### config.mk
export PLATFORM = sky130hd
export DESIGN_NAME = fc_layer_sequencer
export DESIGN_NICKNAME = d
export VERILOG_FILES = /design/src/rtl/fc_seq_pkg.sv /design/src/rtl/fc_requant.sv /design/src/rtl/fc_layer_sequencer.sv
export SDC_FILE = /design/constraint.sdc
export NUM_CORES = 2
export LEC_CHECK = 0
export CAP_MARGIN = 10
export CORE_MARGIN = 2
export CORE_UTILIZATION = 45
export DETAILED_ROUTE_END_ITERATION = 12
export PLACE_DENSITY = 0.59
export SKIP_CTS_REPAIR_TIMING = 1
export SYNTH_ARGS = -nofsm -noshare
export SYNTH_HDL_FRONTEND = slang
export SYNTH_SLANG_ARGS = --single-unit
### constraint.sdc
create_clock -name i_clk -period 18.1 [get_ports i_clk]
set_clock_uncertainty 0.2 [all_clocks]
set_input_delay 2.715 -clock i_clk [delete_from_list [all_inputs] [get_ports i_clk]]
set_output_delay 2.715 -clock i_clk [all_outputs]
set_load 0.01 [all_outputs]
### src/rtl/fc_seq_pkg.sv
// Shared types and constants for the fully-connected layer sequencer.
// Also holds the zero-point subtract used on both multiplier operands.
package fc_seq_pkg;

  typedef enum logic [2:0] {
    IDLE,
    CHECK,
    MAC,
    BIAS,
    RQ,
    WR,
    DONE
  } state_t;

  localparam int MAX_QUANT_SHIFT = 30;
  localparam int ACC_W = 32;
  localparam int PROD64_W = 64;

  function automatic logic [15:0] sext_sub(
    input logic [7:0] a,
    input logic [7:0] b
  );
    return {{8{a[7]}}, a} - {{8{b[7]}}, b};
  endfunction

endpackage

### src/rtl/fc_requant.sv
// Combinational ReLU, fixed-point requantization and output zero point.
// Shared by any layer controller that emits int8 from a 32-bit accumulator.
module fc_requant
  import fc_seq_pkg::*;
(
  input  logic [ACC_W-1:0] i_acc,
  input  logic             i_no_relu,
  input  logic [31:0]      i_quant_mult,
  input  logic [5:0]       i_quant_shift,
  input  logic [7:0]       i_output_zp,
  output logic [7:0]       o_data
);

  logic signed [ACC_W-1:0]    r;
  logic [5:0]                 tshift;
  logic signed [PROD64_W-1:0] prod;
  logic signed [PROD64_W-1:0] rnd;
  logic signed [PROD64_W-1:0] q;
  logic                       unused_q;

  always_comb begin
    r = $signed(i_acc);
    if (!i_no_relu && r < 0) r = '0;
    tshift = 6'd31 - i_quant_shift;
    prod = PROD64_W'(r) * PROD64_W'($signed(i_quant_mult));
    rnd = PROD64_W'(1) <<< (tshift - 6'd1);
    q = (prod + rnd) >>> tshift;
    // low byte of the 16-bit zero-point add; no saturation
    o_data = q[7:0] + i_output_zp;
  end

  assign unused_q = ^q[PROD64_W-1:8];

endmodule

### src/rtl/fc_layer_sequencer.sv
// Walks one quantized FC layer through a single shared 16x16 multiplier.
// One int8 result per neuron, handed off on a valid/ready output port.
module fc_layer_sequencer
  import fc_seq_pkg::*;
#(
  parameter int IN_AW  = 10,
  parameter int OUT_AW = 8,
  parameter int W_AW   = 18
) (
  input  logic              i_clk,
  input  logic              i_rst,
  input  logic              i_start,
  input  logic [IN_AW-1:0]  i_n_in,
  input  logic [OUT_AW-1:0] i_n_out,
  input  logic              i_no_relu,
  input  logic [7:0]        i_input_zp,
  input  logic [7:0]        i_filter_zp,
  input  logic [7:0]        i_output_zp,
  input  logic [31:0]       i_quant_mult,
  input  logic [5:0]        i_quant_shift,
  output logic [IN_AW-1:0]  o_act_addr,
  input  logic [7:0]        i_act_data,
  output logic [W_AW-1:0]   o_w_addr,
  input  logic [7:0]        i_w_data,
  output logic [OUT_AW-1:0] o_b_addr,
  input  logic [31:0]       i_b_data,
  output logic [15:0]       o_mul_a,
  output logic [15:0]       o_mul_b,
  input  logic [31:0]       i_mul_p,
  output logic              o_out_valid,
  output logic [OUT_AW-1:0] o_out_addr,
  output logic [7:0]        o_out_data,
  input  logic              i_out_ready,
  output logic              o_busy,
  output logic              o_done,
  output logic              o_cfg_err
);

  state_t state, nxt;

  logic [IN_AW-1:0]  n_in_q, cnt;
  logic [OUT_AW-1:0] n_out_q, neuron;
  logic [W_AW-1:0]   w_base;
  logic              no_relu_q;
  logic [7:0]        izp_q, fzp_q, ozp_q;
  logic [31:0]       mult_q;
  logic [5:0]        shift_q;
  logic [ACC_W-1:0]  acc;
  logic [7:0]        out_q, rq_data;
  logic              cfg_err_q;
  logic              bad_shift, last, issue, feed, wr_hs;

  assign bad_shift = shift_q > 6'(MAX_QUANT_SHIFT);
  assign last      = neuron == n_out_q - 1'b1;
  assign issue     = (state == MAC) && (cnt != n_in_q);
  // read data trails the address by one cycle
  assign feed      = (state == MAC) && (cnt != '0);
  assign wr_hs     = (state == WR) && i_out_ready;

  fc_requant u_rq (
    .i_acc         (acc),
    .i_no_relu     (no_relu_q),
    .i_quant_mult  (mult_q),
    .i_quant_shift (shift_q),
    .i_output_zp   (ozp_q),
    .o_data        (rq_data)
  );

  always_ff @(posedge i_clk or posedge i_rst) begin
    if (i_rst) state <= IDLE;
    else       state <= nxt;
  end

  always_comb begin
    nxt = state;
    o_busy = state != IDLE;
    o_done = state == DONE;
    o_out_valid = state == WR;
    o_out_addr = '0;
    o_out_data = '0;
    o_act_addr = '0;
    o_w_addr = '0;
    o_mul_a = '0;
    o_mul_b = '0;
    o_b_addr = neuron;
    o_cfg_err = cfg_err_q;
    if (issue) begin
      o_act_addr = cnt;
      o_w_addr = w_base + W_AW'(cnt);
    end
    if (feed) begin
      o_mul_a = sext_sub(i_act_data, izp_q);
      o_mul_b = sext_sub(i_w_data, fzp_q);
    end
    if (state == WR) begin
      o_out_addr = neuron;
      o_out_data = out_q;
    end
    unique case (state)
      IDLE:  if (i_start) nxt = CHECK;
      CHECK: nxt = (bad_shift || n_out_q == '0) ? DONE : MAC;
      MAC:   if (cnt == n_in_q) nxt = BIAS;
      BIAS:  nxt = RQ;
      RQ:    nxt = WR;
      WR:    if (i_out_ready) nxt = last ? DONE : MAC;
      DONE:  nxt = IDLE;
      default: nxt = IDLE;
    endcase
  end

  always_ff @(posedge i_clk or posedge i_rst) begin
    if (i_rst) begin
      n_in_q <= '0;
      n_out_q <= '0;
      no_relu_q <= 1'b0;
      izp_q <= '0;
      fzp_q <= '0;
      ozp_q <= '0;
      mult_q <= '0;
      shift_q <= '0;
      cnt <= '0;
      neuron <= '0;
      w_base <= '0;
      acc <= '0;
      out_q <= '0;
      cfg_err_q <= 1'b0;
    end else begin
      unique case (state)
        IDLE: if (i_start) begin
          n_in_q <= i_n_in;
          n_out_q <= i_n_out;
          no_relu_q <= i_no_relu;
          izp_q <= i_input_zp;
          fzp_q <= i_filter_zp;
          ozp_q <= i_output_zp;
          mult_q <= i_quant_mult;
          shift_q <= i_quant_shift;
          cfg_err_q <= 1'b0;
        end
        CHECK: begin
          neuron <= '0;
          w_base <= '0;
          cnt <= '0;
          acc <= '0;
          if (bad_shift) cfg_err_q <= 1'b1;
        end
        MAC: begin
          cnt <= cnt + 1'b1;
          if (feed) acc <= acc + i_mul_p;
        end
        BIAS: acc <= acc + i_b_data;
        RQ:   out_q <= rq_data;
        WR: if (wr_hs && !last) begin
          neuron <= neuron + 1'b1;
          w_base <= w_base + W_AW'(n_in_q);
          cnt <= '0;
          acc <= '0;
        end
        default: ;
      endcase
    end
  end

endmodule

Word-level counts from Yosys, hierarchy flattened
Index checks and enable logic that the tools add are counted. Widths: inputs -> output; s select.

Flip-flop bits (word level): 161. Input port bits: 165. Output and inout bits: 88. Word-level logic and storage cells: 95.

Add/subtract/negate cells: 13. Multipliers: 1. Magnitude comparators: 2. Eq/ne operators: 15. Shift-type cells: 2. Multiplexer cells: 25. Reductions and logical operators: 22.

Operators with widths (count): $pmux 32 s4 (1); $mux 32 (3); $add 32x32->32 (2); $add 64x64->64 (1); $mul 32x32->64 (1); $sshl 2x6->64 const A (1); $sshr 64x6->8 (1); $add 18x10->18 (2); $mux 18 (2); $pmux 18 s2 (1); $lt 32x1->1 const B (1); $mux 16 (2); $pmux 10 s3 (1); $mux 8 (3); $mux 10 (2); $pmux 3 s6 (1); $sub 8x8->9 (2); $pmux 8 s2 (1); $mux 3 (5); $add 10x1->10 const B (1); $eq 10x10->1 (1); $ne 10x10->1 (1); $reduce_bool 10->1 (1); $eq 3x3->1 const B (3); other kinds (23) (40).

Logic depth before layout (Yosys ltp)
Depth after elaboration: 7. Gate-level depth with buffers: 46. Depth with buffers taken out: 41.

Modules after synthesis
A second synthesis with hierarchy kept.

Cells, all modules: 6248. Area total of the unflattened synthesis: 55502.0 µm².

By module, submodules not included: fc_requant (instances 1, cells an instance 5104, area an instance 44696.6 µm², seq. area each 0.0 µm²); fc_layer_sequencer (instances 1, cells an instance 1144, area an instance 10805.4 µm², seq. area each 4028.9 µm²).

Worst setup path after synthesis
OpenSTA, ideal clock, no wires.

Kind: flip-flop to flip-flop. From: reg no_relu_q. To: reg out_q[7]. Setup time: 0.120 ns. Data arrival time: 11.510 ns. Data required time: 17.780 ns. Setup slack: 6.269 ns. Stages on the path, launching flop included: 39. Path buffers: 4. Period minus slack after synthesis: 11.831 ns. Cell sequence: dfrtp_1 clkbuf_1 and2_1 clkbuf_1 clkbuf_1 nand2_1 inv_1 fa_1 inv_1 fa_1 fa_1 fa_1 fa_1 fa_1 fa_1 fa_1 inv_1 ha_1 [... 3 more ...] o41ai_2 o21ai_1 o21bai_1 xnor2_1 o211a_1 o21ai_0 a311oi_1 nor4_1 ha_1 a21oi_1 nand2_1 a21oi_1 o21bai_1 a21o_1 a21oi_1 xnor2_1 or4_1 a41o_1.

Word-level cells in the longest chain between the ends: 7.

Ends and longest elaborated chain: from (decl) (line fc_layer_sequencer.sv:44) `logic no_relu_q;`; from (signal assigned) (line fc_layer_sequencer.sv:132) `no_relu_q <= i_no_relu;`; $logic_not 1->1 (line fc_requant.sv:23) `if (!i_no_relu && r < 0) r = '0;`; $logic_and 1x1->1 (line fc_requant.sv:23); $mux 32 (line fc_requant.sv:23); $mul 32x32->64 (line fc_requant.sv:25) `prod = PROD64_W'(r) * PROD64_W'($signed(i_quant_mult));`; $add 64x64->64 (line fc_requant.sv:27) `q = (prod + rnd) >>> tshift;`; $sshr 64x6->8 (line fc_requant.sv:27); $add 8x8->8 (line fc_requant.sv:29) `o_data = q[7:0] + i_output_zp;`; to (signal assigned) (line fc_layer_sequencer.sv:152) `RQ: out_q <= rq_data;`; to (decl) (line fc_layer_sequencer.sv:49) `logic [7:0] out_q, rq_data;`.

Every way passes these cells. A chain may end at the register's enable or synchronous reset.

Worst setup path after layout
Same ends and word-level chain as after synthesis.

==> results.ini <==
[status]
outcome = completed

[synthesis]
synthArstFlopShare_pct = 100
ys.flop_type = dfrtp_1
synth-edff-count = 0
synthesis.nets = 7818
synth.cell_area_um2 = 55000
synthDistinctLibCells = 87
ys_ff_latch = 161
netlist.area_leader.share_pct = 44.3
ys_warn_count = 0
synth_cells = 6140
yosysTopAreaCell = fa_1
synth_seq_area_share_pct = 7.33
syn_avg_cell_area_um2 = 8.96
synthTopCellsByArea = fa_1 44%, inv_1 8.9%, dfrtp_1 7.3%

[cells_and_area]
instances_no_fill = 7768
syn2layout_area_growth_pct = 8.28
final_net_count = 7806
drive_above_1_share_pct = 4.92
final_common_cell = inv_1
layout_common_cells = 1,304 x inv_1, 1,216 x fa_1, 766 x nand2_1

[routing]
ant_nets = 0
wl_per_cell_um = 23.0
routed-via-count = 43173
finalWirelength_mm = 179
initialDrtViolationCount = 3351
firstDrtPassIters = 6
drc_errors = 0
viasPerCell = 5.56

[worst_setup_path]
crit_top_cell = fa_1
max_stage_delay_ns = 1.03
crit_cells = 40
crit_path_start_kind = register
required_ns = 18.33
crit_family = adder cells
cp_max_fo = 219
cp_data_arrival_time_ns = 14.51
reg2reg_depth = 40
endpoint_kind = register
crit_type = reg2reg
cp_slowest_cell = and2_1
path_buf_inv = 6

[timing]
rsz0062_at_grt = false
fin_crit_sh_pct = 78.9
fin_setup_tns_ns = 0
max_freq_mhz = 70.0
maxSlewViolCount = 0
hold_violations = 0
fin_ws_ns = 3.82
worst_pin_slew_ns = 1.23
setup_viol = 0
fin_crit_ns = 14.28
worst_slew_margin_rel_pct = 18.0

[clock_tree]
clkTransAtPathRegs_ns = 0.14
tritoncts = built
cts-root-buf = clkbuf_16
clkLatencyLatePin_ns = 0.58
cts_htree_levels = 4
numCtsBuffers = 17
cts_sinks = 161
cts_max_path_buffers = 2

[floorplan]
die_x_um = 354
io_pins = 253
die_h_um = 354
start_util_pct = 45.2
dieArea_um2 = 125000
rows = 128
fp.coreArea_um2 = 122000

[placement]
place_inst = 7734
hpwl_mm = 144
port_buffers = 252
gp_congestion = 0.965
dp_slack_ns = 4.22

[global_routing]
grt_overflow_total = 0
grt_max_degree = 220
track_usage_pct = 29.4
grt_pass1_wl_mm = 279
grt_pass1_vias = 46083
grt_antenna_before_repair = 4

[worst_hold_path]
min_path_cells = 2
hp-class = reg2reg

[job]
cap_violations = 0

==> cells in the mapped netlist, types with 14 or more instances <==
cell and n:
dfrtp_1 161, nand4_1 28, xor2_1 57, o21a_1 19, buf_2 17, inv_1 1309, ha_1 297, and2_1 45
buf_1 23, or3_1 19, buf_4 14, a21oi_1 158, fa_1 1216, nand3_1 52, nand2b_1 34, mux2i_1 37
o21ai_0 145, nor2b_1 16, a31oi_1 17, a211oi_1 30, and3_1 503, nor2_1 208, nand2_1 767, o21bai_1 23
mux4_2 18, xnor2_1 114, a21o_1 77, o31ai_1 18, mux2_2 99, o211ai_1 29, nor3_1 52, clkbuf_1 339
nor4_1 16
==> sequential cells by signal, summed over array words and instances (netlist names) <==
name       count
no_relu_q      1
n_in_q        10
w_base        18
o_b_addr       8
shift_q        6
acc           32
mult_q        32
izp_q          8
cnt           10
state          3
n_out_q        8
ozp_q          8
o_cfg_err      1
fzp_q          8
out_q          8
==> worst reg2reg max path: cells and delay by family, from the launching register on <==
kind	cells	cell delay (ns)
xor+xnor	2	0.31
flops	1	0.72
buf+inv	6	0.83
compound gates	13	2.96
fa+ha+maj	10	4.89
mux	1	0.52
simple gates	8	3.72
==> cell families after synthesis <==
group	count (synthesis)	share of synthesized area, %
compound gates	658	7.97
xor+xnor	174	2.84
fa+ha+maj	1513	51.0
buf+inv	1705	11.8
flops	161	7.33
mux	154	3.44
simple gates	1775	15.6
==> path summary, 6_finish.rpt <==
path                                       start                endpoint  slack [ns]
setup / recovery           no_relu_q$_DFFE_PP0P_    out_q[7]$_DFFE_PP0P_        3.82
hold / removal              out_q[6]$_DFFE_PP0P_    out_q[6]$_DFFE_PP0P_        0.30
setup reg to reg           no_relu_q$_DFFE_PP0P_    out_q[7]$_DFFE_PP0P_        3.82
hold reg to reg             out_q[6]$_DFFE_PP0P_    out_q[6]$_DFFE_PP0P_        0.30
max in group asynchronous                  i_rst  shift_q[3]$_DFFE_PP0P_       14.01
min in group asynchronous                  i_rst   no_relu_q$_DFFE_PP0P_        2.31
==> cell type report <==
cell class / count / area, um^2
tap: 1625 / 2030
fill: 11676 / 62000
inverter: 1310 / 4920
clock buffer: 17 / 425
timing repair buffer: 364 / 3380
sequential: 161 / 4040
clock inverter: 15 / 219
antenna: 2 / 5.00
multi-input combinational: 4274 / 44500
==> through the flow <==
stage / util [%] / instance area (um^2) / hold slack, ns
after floorplan: - / 55000 / 0.242
after global placement: 48.4 / 58900 / 0.281
after global routing: 49.0 / 59500 / 0.329
after detailed placement: 48.4 / 58900 / 0.278
final: 49.0 / 59500 / 0.298
after CTS: 49.0 / 59500 / 0.299
==> layer usage <==
layer / vias up / global-route usage (%) / routed length (um)
met3: 328 / 5.04 / 12200
met4: 2 / 12.5 / 8470
met1: 22187 / 38.2 / 71800
met2: 1637 / 48.8 / 86100
met5: - / 0 / 13
li1: 19019 / - / -
Power is left out: the tool's default activity adds up to more than one toggle a clock period on the data nets, which glitch-free logic cannot reach.
